`src/rtl/axi_refill_read_arbiter.sv`:
```
// ---------------------------------------------------------------------------
// axi_refill_read_arbiter
//
// Shares one AXI3 read port (AR + R channels) between the I-cache and D-cache
// refill engines. Requests are arbitrated round-robin. Only one burst is
// outstanding at a time. The winning request is registered and issued on AR.
// Every R beat is then steered combinationally to the owner until rlast.
//
// Ports
//   aclk, aresetn                  clock, async active-low reset
//   inst_* / data_* ar side        refill requests (valid/addr/len/size) and
//                                  the arready grant pulse back to each engine
//   inst_* / data_* r side         rdata/rresp broadcast; rvalid/rlast go to
//                                  the owner only; *_rready come from the engines
//   ar*                            AR channel to the AXI read master port
//   rid/rdata/rresp/rlast/rvalid   R channel from the slave
//   rready                         owner's rready while a burst is streaming
//   busy                           a burst is in flight (state != IDLE)
//   proto_err                      sticky R-channel protocol error
// ---------------------------------------------------------------------------
module axi_refill_read_arbiter #(
  parameter logic [3:0] INST_ID = 4'd0,
  parameter logic [3:0] DATA_ID = 4'd1
) (
  input  logic        aclk,
  input  logic        aresetn,
  // I-cache refill request / response
  input  logic        inst_arvalid,
  output logic        inst_arready,
  input  logic [31:0] inst_araddr,
  input  logic [7:0]  inst_arlen,
  input  logic [2:0]  inst_arsize,
  output logic [31:0] inst_rdata,
  output logic [1:0]  inst_rresp,
  output logic        inst_rlast,
  output logic        inst_rvalid,
  input  logic        inst_rready,
  // D-cache refill request / response
  input  logic        data_arvalid,
  output logic        data_arready,
  input  logic [31:0] data_araddr,
  input  logic [7:0]  data_arlen,
  input  logic [2:0]  data_arsize,
  output logic [31:0] data_rdata,
  output logic [1:0]  data_rresp,
  output logic        data_rlast,
  output logic        data_rvalid,
  input  logic        data_rready,
  // AXI AR channel
  output logic [3:0]  arid,
  output logic [31:0] araddr,
  output logic [7:0]  arlen,
  output logic [2:0]  arsize,
  output logic [1:0]  arburst,
  output logic [1:0]  arlock,
  output logic [3:0]  arcache,
  output logic [2:0]  arprot,
  output logic        arvalid,
  input  logic        arready,
  // AXI R channel
  input  logic [3:0]  rid,
  input  logic [31:0] rdata,
  input  logic [1:0]  rresp,
  input  logic        rlast,
  input  logic        rvalid,
  output logic        rready,
  // Status
  output logic        busy,
  output logic        proto_err
);

  typedef enum logic [1:0] {
    IDLE   = 2'd0,
    AR     = 2'd1,
    R_DATA = 2'd2
  } state_t;

  // Owner / last-grant encoding: 0 = I-cache, 1 = D-cache.
  localparam logic OWN_INST = 1'b0;
  localparam logic OWN_DATA = 1'b1;

  state_t      state_r;
  logic        last_grant_r;
  logic        owner_r;
  logic [3:0]  arid_r;
  logic [31:0] araddr_r;
  logic [7:0]  arlen_r;
  logic [2:0]  arsize_r;
  logic        arvalid_r;
  logic [7:0]  beat_cnt_r;
  logic        proto_err_r;

  logic        gnt_inst_s;
  logic        gnt_data_s;
  logic        in_rdata_s;
  logic        owner_rready_s;
  logic        hs_s;
  logic        beat_err_s;
  logic        err_s;

  // Round-robin grant: a lone requester wins, a tie goes to the master that
  // did not win last time. Grants are only issued from IDLE.
  always_comb begin
    gnt_inst_s = 1'b0;
    gnt_data_s = 1'b0;
    if (state_r == IDLE) begin
      if (inst_arvalid && data_arvalid) begin
        if (last_grant_r == OWN_DATA) begin
          gnt_inst_s = 1'b1;
        end else begin
          gnt_data_s = 1'b1;
        end
      end else if (inst_arvalid) begin
        gnt_inst_s = 1'b1;
      end else if (data_arvalid) begin
        gnt_data_s = 1'b1;
      end else begin
        gnt_inst_s = 1'b0;
        gnt_data_s = 1'b0;
      end
    end else begin
      gnt_inst_s = 1'b0;
      gnt_data_s = 1'b0;
    end
  end

  // R-channel steering and protocol-error detection.
  always_comb begin
    in_rdata_s     = (state_r == R_DATA);
    owner_rready_s = (owner_r == OWN_DATA) ? data_rready : inst_rready;
    hs_s           = in_rdata_s & rvalid & owner_rready_s;
    beat_err_s     = 1'b0;
    if (hs_s) begin
      // Wrong id, early/late rlast, or missing rlast on the final beat.
      beat_err_s = (rid != arid_r)
                 | (rlast & (beat_cnt_r != arlen_r))
                 | (~rlast & (beat_cnt_r == arlen_r));
    end else begin
      beat_err_s = 1'b0;
    end
    // A beat while no burst is streaming is always a protocol violation.
    err_s = beat_err_s | (rvalid & ~in_rdata_s);
  end

  // Arbitration FSM: latch the winner, issue AR, count R beats until rlast.
  always_ff @(posedge aclk or negedge aresetn) begin
    if (!aresetn) begin
      state_r      <= IDLE;
      last_grant_r <= OWN_DATA;
      owner_r      <= OWN_INST;
      arid_r       <= 4'd0;
      araddr_r     <= 32'd0;
      arlen_r      <= 8'd0;
      arsize_r     <= 3'd0;
      arvalid_r    <= 1'b0;
      beat_cnt_r   <= 8'd0;
      proto_err_r  <= 1'b0;
    end else begin
      if (err_s) begin
        proto_err_r <= 1'b1;
      end
      case (state_r)
        IDLE: begin
          if (gnt_inst_s || gnt_data_s) begin
            owner_r      <= gnt_data_s;
            last_grant_r <= gnt_data_s;
            arid_r       <= gnt_data_s ? DATA_ID : INST_ID;
            araddr_r     <= gnt_data_s ? data_araddr : inst_araddr;
            arlen_r      <= gnt_data_s ? data_arlen  : inst_arlen;
            arsize_r     <= gnt_data_s ? data_arsize : inst_arsize;
            arvalid_r    <= 1'b1;
            state_r      <= AR;
          end
        end
        AR: begin
          // arvalid stays high with stable fields until the slave accepts.
          if (arready) begin
            arvalid_r  <= 1'b0;
            beat_cnt_r <= 8'd0;
            state_r    <= R_DATA;
          end
        end
        R_DATA: begin
          if (hs_s) begin
            beat_cnt_r <= beat_cnt_r + 8'd1;
            // rlast ends the burst even when it arrives on the wrong beat.
            if (rlast) begin
              state_r <= IDLE;
            end
          end
        end
        default: begin
          state_r   <= IDLE;
          arvalid_r <= 1'b0;
        end
      endcase
    end
  end

  // The grant pulse is combinational; gating with aresetn keeps it low while
  // reset is held even if requests are already pending.
  assign inst_arready = aresetn & gnt_inst_s;
  assign data_arready = aresetn & gnt_data_s;

  // Data and response fan out to both engines; valid/last reach the owner only.
  assign inst_rdata  = rdata;
  assign data_rdata  = rdata;
  assign inst_rresp  = rresp;
  assign data_rresp  = rresp;
  assign inst_rvalid = in_rdata_s & (owner_r == OWN_INST) & rvalid;
  assign data_rvalid = in_rdata_s & (owner_r == OWN_DATA) & rvalid;
  assign inst_rlast  = in_rdata_s & (owner_r == OWN_INST) & rlast;
  assign data_rlast  = in_rdata_s & (owner_r == OWN_DATA) & rlast;
  assign rready      = in_rdata_s & owner_rready_s;

  assign arid    = arid_r;
  assign araddr  = araddr_r;
  assign arlen   = arlen_r;
  assign arsize  = arsize_r;
  assign arburst = 2'b01;
  assign arlock  = 2'b00;
  assign arcache = 4'b0000;
  assign arprot  = 3'b000;
  assign arvalid = arvalid_r;

  assign busy      = (state_r != IDLE);
  assign proto_err = proto_err_r;

endmodule
```
`config.mk`:
```
export PLATFORM = sky130hd
export DESIGN_NAME = axi_refill_read_arbiter
export DESIGN_NICKNAME = d
export VERILOG_FILES = /design/src/rtl/axi_refill_read_arbiter.sv
export SDC_FILE = /design/constraint.sdc
export NUM_CORES = 1
export LEC_CHECK = 0
export ABC_AREA = 1
export ABC_CLOCK_PERIOD_IN_PS = 1400
export CELL_PAD_IN_SITES_DETAIL_PLACEMENT = 2
export CELL_PAD_IN_SITES_GLOBAL_PLACEMENT = 2
export CORE_UTILIZATION = 16
export DETAILED_ROUTE_END_ITERATION = 7
export HOLD_SLACK_MARGIN = 0.12
export MAX_ROUTING_LAYER = met4
export PLACE_DENSITY = 0.9
export SLEW_MARGIN = 20
export SYNTH_ARGS = -nofsm -noshare
export SYNTH_HDL_FRONTEND = slang
export SYNTH_SLANG_ARGS = --single-unit
```
`constraint.sdc`:
```
create_clock -name aclk -period 1.4 [get_ports aclk]
set_input_delay 0.21 -clock aclk [delete_from_list [all_inputs] [get_ports aclk]]
set_output_delay 0.21 -clock aclk [all_outputs]
set_load 0.005 [all_outputs]
```
Yosys cells after proc, flatten, opt, wreduce, memory -nomap -nowiden:

Index checks and enable logic that the tools add are counted.

* register bits: 61

* $add $sub $neg: 1
* equality and inequality tests: 9
* muxes and demuxes: 26
* bitwise gates (word level): 20
* reduce and logical (&&, ||, !) cells: 9

Operator list (number)
* 2-to-1 mux 32 bit: 1
* 2-to-1 mux 8 bit: 3
* one-hot mux 8 bit (2 select lines): 1
* AND 1 bit: 14
* 2-to-1 mux 1 bit: 14
* adder 8 x 1 -> 8 bit (second input constant): 1
* equality test 8 bit: 1
* 2-to-1 mux 2 bit: 4
* != test 8 bit: 1
* one-hot mux 2 bit (3 select lines): 1
* AND reduction 3 bit: 2
* != test 2 x 1 -> 1 bit (second input constant): 2
* != test 2 bit (second input constant): 2
* != test 4 bit: 1
* AND reduction 4 bit: 1
* nonzero test 2 bit: 2
* 2-to-1 mux 3 bit: 1
* NOT 1 bit: 3
* OR 1 bit: 3
* one-hot mux 1 bit (3 select lines): 1
* equality test 2 x 1 -> 1 bit (second input constant): 1
* equality test 2 bit (second input constant): 1
* logical NOT 2 bit: 1
* AND reduction 2 bit: 1
* 2 further kinds: 2

Longest topological paths before layout:

Gate-level depths: netlist (run 1).

* word-level depth: 7
* gate-level depth with buffers: 9

Worst setup path before layout (run 1):

OpenSTA, ideal clock, no wires.

* kind: register to register
* start: reg state_r[0]
* end: reg araddr_r[24] (netlist: araddr[24])
* data arrival time: 1180 ps
* data required time: 1266 ps
* setup slack: 86 ps
* cell stages (with the launch flop): 9
* buffers on the path: 2
* period minus slack after synthesis: 1314 ps
* cells stage by stage: dfrtp_1 -> nor2_4 -> nand2_2 -> nand2_4 -> inv_2 -> buf_6 -> buf_6 -> nand2_1 -> o21ai_0

* cells in the longest elaborated chain, start to end: 4

RTL lines
* start: declaration: line 82 `state_t state_r;`
* start signal: assignment: line 148 `state_r <= IDLE;`
* start signal: assignment: line 172 `state_r <= AR;`
* start signal: assignment: line 180 `state_r <= R_DATA;`
* logical NOT 2 bit *: line 106, 162
* 2-to-1 mux 1 bit: line 106 `if (state_r == IDLE) begin`
* logical OR 1 bit: line 164 `if (gnt_inst_s || gnt_data_s) begin`
* AND reduction 2 bit (no source line)
* end signal: assignment: line 168 `araddr_r <= gnt_data_s ? data_araddr : inst_araddr;`
* end: declaration: line 86 `logic [31:0] araddr_r;`

Mark *: on every way between the ends. The rest lies on a longest branch, timed or not.
A chain may end at the register's enable or synchronous reset.

Final worst setup path (run 1):

* start: reg state_r[0]
* end: reg beat_cnt_r[3]

* cells in the longest elaborated chain, start to end: 5

RTL lines
* equality test 2 bit: line 129, 162
* AND 1 bit (2 in a row): line 131 `hs_s = in_rdata_s & rvalid & owner_rready_s;`
* != test 2 x 1 -> 1 bit (no source line)
* AND reduction 3 bit (no source line)
* end signal: assignment: line 185 `beat_cnt_r <= beat_cnt_r + 8'd1;`
* end: declaration: line 90 `logic [7:0] beat_cnt_r;`

Parallel ways exist; a longest one is shown, timed or not.

==> results of run 1 <==
[cells in the final DEF (no fill, tap or decap), types with 7 or more instances in the layout]
| master | n |
|---|---|
| nand2_1 | 87 |
| o21ai_2 | 41 |
| buf_2 | 8 |
| clkbuf_16 | 12 |
| a21oi_2 | 9 |
| buf_4 | 34 |
| clkdlybuf4s50_1 | 97 |
| nand2_4 | 30 |
| buf_16 | 15 |
| nand3_1 | 7 |
| o21ai_4 | 17 |
| dlygate4sd2_1 | 46 |
| o21ai_1 | 29 |
| inv_1 | 59 |
| conb_1 | 14 |
| nand2_2 | 8 |
| dfrtp_1 | 52 |
| buf_6 | 13 |
[flip-flops by register name (all words and copies together) (netlist names)]
name / cells
arsize: 3
araddr: 32
last_grant_r: 1
arvalid: 1
owner_r: 1
state_r: 2
beat_cnt_r: 8
arlen: 8
proto_err: 1
[stage by stage]
step           cell area (um^2)  cells
4_1_cts                    6330    945
3_5_place_dp               5230    895
5_1_grt                    6810    957
3_3_place_gp               5230    895
6_report                   6810    957
2_1_floorplan              3840    507
[synthesized netlist by cell type (2+ instances only)]
cell type and count:
a21oi_2 4, nand2_1 120, nor2_1 9, dfrtp_1 56
o21ai_0 75, o21ai_2 12, inv_1 61, xnor2_1 4
clkbuf_1 6, nor2_4 2, conb_1 2, buf_4 83
nand2_2 3, nand2_4 2, a21oi_1 7, nand3_1 7
o21ai_1 6, nor3_1 5, xor2_1 5, buf_2 3
buf_6 9
[routing by layer]
layer | GRT usage (%) | wire length (um) | vias up
met5 | - | 0 | -
met4 | 3.36 | 471 | 0
met3 | 3.78 | 962 | 34
met2 | 24.2 | 9910 | 139
met1 | 13.4 | 6290 | 1874
li1 | - | - | 1748
[kinds of logic after synthesis]
kind of cell               after synthesis
DFF                                     57
buffers and inverters                  166
AOI/OAI and AO/OA                      106
other                                    2
xor gates and xnor gates                 9
adders and majority gates                1
and+or+nand+nor                        154
[path summary, 6_finish.rpt]
path / startpoint / end / depth (start not counted)
max in group asynchronous: aresetn / arlen[5] / 2
worst max-delay path: state_r[0] / beat_cnt_r[3] / 10
worst min-delay path: aresetn / arvalid / 2
min in group aclk: rdata[23] / data_rdata[23] / 0
worst max register to register: state_r[0] / beat_cnt_r[3] / 10
worst min register to register: araddr[11] / araddr[11] / 2
[cell type report]
| type | instances | share of cell area, % |
|---|---|---|
| timing repair buffer | 223 | 35.8 |
| sequential | 57 | 21.0 |
| multi-input combinational | 284 | 29.4 |
| tap | 313 | 5.75 |
| inverter | 64 | 3.78 |
| clock inverter | 3 | 0.588 |
| clock buffer | 13 | 3.67 |
[worst max-delay path: cells and delay by family (launching register included)]
family                 cells  cell delay, ps
AO/OA/AOI/OAI              1              60
buffers and inverters      4             450
flip-flops                 1             420
AND/OR/NAND/NOR            5             530
[power by group]
group / internal [uW] / switching (uW) / total, uW
clock: 1420 / 809 / 2230
sequential: 2410 / 486 / 2900
combinational: 4080 / 3990 / 8070
[timing repair]
action | 4_1_cts | 5_1_grt
pin swaps | 9 | 15
resized for setup | 262 | 76
gates cloned | 12 | 6
endpoints found under the setup margin | 107 | 64
endpoints found under the hold margin | 0 | 0
setup buffers | 23 | 7
==> key figures, run 1 <==
Clock network
  – Skew-Pair Late Insertion Delay: 330 ps
  – H-tree levels: 3
  – Clock root buffer: clkbuf_16
  – TritonCTS clock tree: yes
  – # hold bufs at CTS: 0
  – Clk buf depth: 2
  – Clock transition at path regs: 60 ps
  – Clock sinks: 57
  – Cts bufs inserted: 9

Setup path
  – CP endpoint kind: register
  – CP Cell Sequence: buf_6 > nor2_4 > buf_4 > buf_6 > nand3_4 > nand2_4 > nand2_4 > inv_4 > o21ai_1 > and2_1
  – Critical Path RT: 1620 ps
  – Startpoint Class: register
  – Max FO, Critical Path: 6
  – WP data arrival: 1780 ps
  – Crit path kind: reg -> reg
  – CP max stage cell: dfrtp_2
  – Largest stage delay, worst path: 420 ps
  – Reg2reg setup slack: -170 ps

Flow run
  – Max Cap Violations: 0

Global routing
  – Gr ovfl total: 0
  – Initial antenna violation count: 0
  – Total GRT Usage: 13.1%
  – Largest net degree at the start of global routing: 58
  – First-pass GRT wire length: 22800 um
  – Vias in the first global route: 4077

Floorplanning
  – Core box area: 0.0229 mm^2
  – Ports: 269
  – Die area: 0.0243 mm^2
  – Row Count: 55
  – Die X: 156 um
  – Starting Density: 16.6%
  – Die height: 156 um

Detailed routing
  – DRC Markers: 0
  – DR iter-0 viols: 93
  – First-pass DRT Iterations: 4
  – Vias: 3795
  – Vias per Instance: 3.97
  – ANT nets after route: 0
  – DR WL/cell: 18.4 um
  – DRT Wirelength: 17600 um

Layout
  – Fin nets: 773
  – Final core occ: 29.7%
  – Seq. cell area: 0.00143 mm^2
  – Share of layout cells above drive strength 1: 34.9%
  – Fillcell total: 2534
  – Footprint of the multi-input gates: 0.00200 mm^2
  – Antenna cells: 0
  – Area Overhead vs Synth: 79.5%

STA
  – Min Tclk post-route: 1570 ps
  – Final Max Tran Viols: 0
  – Setup violators final: 58
  – Hold_ws: 103 ps
  – Slew HR: 44.4%
  – PnR worst setup slack: -165 ps
  – Final Hold Vio Count: 0
  – FMAX: 639 MHz
  – Clk_skew: 8.33 ps
  – Post-route clock period utilization: 112%
  – Setup TNS: -5970 ps
  – Worst-Margin Slew: 833 ps
  – RSZ-0062 raised after global routing: true

Synth
  – Post-Synth Adder-Cell Area: 0.330%
  – Synth unique cells: 35
  – Ys async rst share: 100%
  – Post-Synth XOR/XNOR Area: 2.08%
  – Top-area cell type share of the netlist area: 36.9%
  – Combinational family with the most area after synthesis: buffers and inverters
  – Cell taking the most area after synthesis: dfrtp_1
  – Ys Warns: 0
  – Seq/Total Area, Yosys: 37.6%
  – Post-synth EDFFs: 0
  – Top FF cell, synth: dfrtp_1
  – Syn Inst Count: 495
  – Complex-gate fraction of the synthesized area: 15.7%
  – Cell area after synthesis: 0.00379 mm^2
  – Top cells by area, synth: dfrtp_1 37%, buf_4 16%, nand2_1 12%, o21ai_0 9.9%, inv_1 6.0%
  – Synth Area per Inst: 7.67 um^2
  – Mux share of post-synthesis cell area: 0%
  – Synth Register Bits: 57
  – Post-synthesis simple-gate area fraction: 17.5%

Power and ir drop
  – Worst VDD drop: 0.537 mV
  – Pwr dens: 1940 mW/mm^2
  – Overall power: 13200 uW
  – LEAKAGE: 0.00318 uW

Place
  – RD Place Congestion: 0.761
  – Hpwl dp: 9370 um
  – Dpl ws: -387 ps
  – Port bufs: 152

Status
  – Violated checks: setup timing
  – Outcome: finished, violations left

Min path
  – Type of the most critical hold path: in -> async
(Power assumes the default switching activity.)
==> inputs of run 2 (changes only) <==
==> constraint.sdc (replaced) <==
create_clock -name aclk -period 1.4 [get_ports aclk]
set_input_delay 0.28 -clock aclk [delete_from_list [all_inputs] [get_ports aclk]]
set_output_delay 0.28 -clock aclk [all_outputs]
set_load 0.005 [all_outputs]
==> run 2 against run 1 <==
  * The flow still finishes with violations (setup timing)
  * Global-route usage up 0.37 points
  * Largest cell class unchanged
  * Final area shrank 2.5%
  * Maximum frequency fell by 8.9%
  * Wire length shrank 12%
  * Utilization down 0.73 points
  * Via count decreased by 2.0%
  * First-iteration DRC count decreased by 15%
  * Sequential power increased by 3%
==> key figures, run 2 (synthesis results as in run 1) <==
Status
  – Outcome: finished, violations left
  – Violated checks: setup timing

STA
  – Clk_skew: 9.55 ps
  – FMAX: 582 MHz
  – Min Tclk post-route: 1720 ps
  – Final Hold Vio Count: 0
  – Slew HR: 45.2%
  – RSZ-0062 raised after global routing: true
  – Setup violators final: 64
  – Post-route clock period utilization: 123%
  – Final Max Tran Viols: 0
  – Setup TNS: -12800 ps
  – Worst-Margin Slew: 822 ps
  – PnR worst setup slack: -318 ps

Flow run
  – Max Cap Violations: 0

Global routing
  – Largest net degree at the start of global routing: 58
  – Vias in the first global route: 4258
  – GR Util met1: 13.2%
  – Routing usage on met2: 25.4%
  – Met3 GRT Util: 4.17%
  – First-pass GRT wire length: 23800 um
  – Gr busiest metal: met2
  – Initial antenna violation count: 0
  – Total GRT Usage: 13.5%
  – Gr ovfl total: 0

Detailed routing
  – DR iter-0 viols: 79
  – Vias per Instance: 3.85
  – DRT Wirelength: 15500 um
  – DR WL/cell: 16.1 um
  – First-pass DRT Iterations: 4
  – DRC Markers: 0
  – ANT nets after route: 0
  – Vias: 3718

Power and ir drop
  – Overall power: 13700 uW
  – LEAKAGE: 0.00314 uW
  – Worst VDD drop: 0.471 mV
  – Pwr dens: 2060 mW/mm^2

Layout
  – Non-Filler Instances: 966
  – Fin nets: 782
  – Commonest non-fill, non-tap cell in the layout: clkdlybuf4s50_1
  – Area Overhead vs Synth: 75.0%
  – Max FFs per register: 32
  – Antenna cells: 0
  – Share of layout cells above drive strength 1: 34.5%
  – Final core occ: 29.0%
  – Most frequent cells in the layout: 97 x clkdlybuf4s50_1, 76 x nand2_1, 58 x inv_1

Setup path
  – Crit path depth: 5
  – Largest stage delay, worst path: 440 ps
  – Startpoint Class: register
  – WP data arrival: 1440 ps
  – Critical Path Source: state_r[0]
  – R2R depth: 11
  – CP Cell Sequence: nor2_4 > clkinv_4 > buf_6 > nor3_4 > buf_2
  – Worst path buffer plus inverter count: 3
  – R2r startpoint: state_r[1]
  – Max FO, Critical Path: 6
  – CP max stage cell: dfrtp_2
  – Crit path kind: reg -> out
  – Crit Reg-Reg Endpoint: araddr[15]
  – Top Family by Delay on Critical Path: flip-flops
  – Critical Path RT: 1120 ps
  – CP endpoint kind: output pin
  – Reg2reg setup slack: -300 ps

Floorplanning
  – Starting Density: 16.6%
  – Die height: 156 um
  – Die area: 0.0243 mm^2
  – Die X: 156 um
  – Core box area: 0.0229 mm^2
  – Row Count: 55
  – Ports: 269

Clock network
  – Clock transition at path regs: 60 ps
  – # hold bufs at CTS: 0
  – Cts bufs inserted: 9
  – Clock sinks: 57
  – Clk buf depth: 2
  – TritonCTS clock tree: yes
  – Clock root buffer: clkbuf_16
  – H-tree levels: 3
  – Skew-Pair Late Insertion Delay: 340 ps

Place
  – Hpwl dp: 9840 um
  – Dpl ws: -476 ps
  – RD Place Congestion: 0.753
  – Port bufs: 152
  – Placed Instances: 901

Min path
  – Type of the most critical hold path: in -> async
[run 2: how the worst max path moves through the flow]
stage	end	slack, ps
3_5_place_dp	inst_arready	-480
3_3_place_gp	inst_arready	-420
5_1_grt	inst_arready	-390
4_1_cts	inst_arready	-350
2_1_floorplan	data_arready	40
6_report	inst_rvalid	-320
[run 2: power breakdown]
part,switching (uW),internal (uW),leakage [uW]
registers,578,2410,0.000694
logic,3980,4600,0.00232
clock network,905,1210,0.000124
total,5470,8220,0.00314
[run 2: final cells by class]
| class | instances | area [um^2] |
|---|---|---|
| Fill cell | 2567 | 16300 |
| Timing Repair Buffer | 231 | 2460 |
| Multi-Input combinational cell | 284 | 1780 |
| Sequential cell | 57 | 1430 |
| Tap cell | 313 | 392 |
| Inverter | 64 | 282 |
| Clock buffer | 9 | 225 |
| Clock inverter | 7 | 56.3 |
| Timing Repair inverter | 1 | 16.3 |
[run 2: layer usage]
| metal | up-vias | share of wire, % |
|---|---|---|
| met5 | - | 0 |
| met4 | 0 | 2.0 |
| met3 | 25 | 6.0 |
| met2 | 136 | 56 |
| met1 | 1806 | 36 |
| li1 | 1751 | - |
[run 2: per-stage QoR]
stage / instance area (um^2) / hold slack, ps
after global routing: 6640 / 229
after global placement: 5290 / 465
after detailed placement: 5290 / 476
after floorplan: 3840 / -15.6
final: 6640 / 161
after CTS: 6520 / 199
[run 2: repair_timing]
| action | 4_1_cts | 5_1_grt |
|---|---|---|
| resized for setup | 247 | 37 |
| setup buffers | 33 | 6 |
| cloned | 13 | 0 |
| endpoints found under the setup margin | 107 | 66 |
| pin swaps | 19 | 9 |
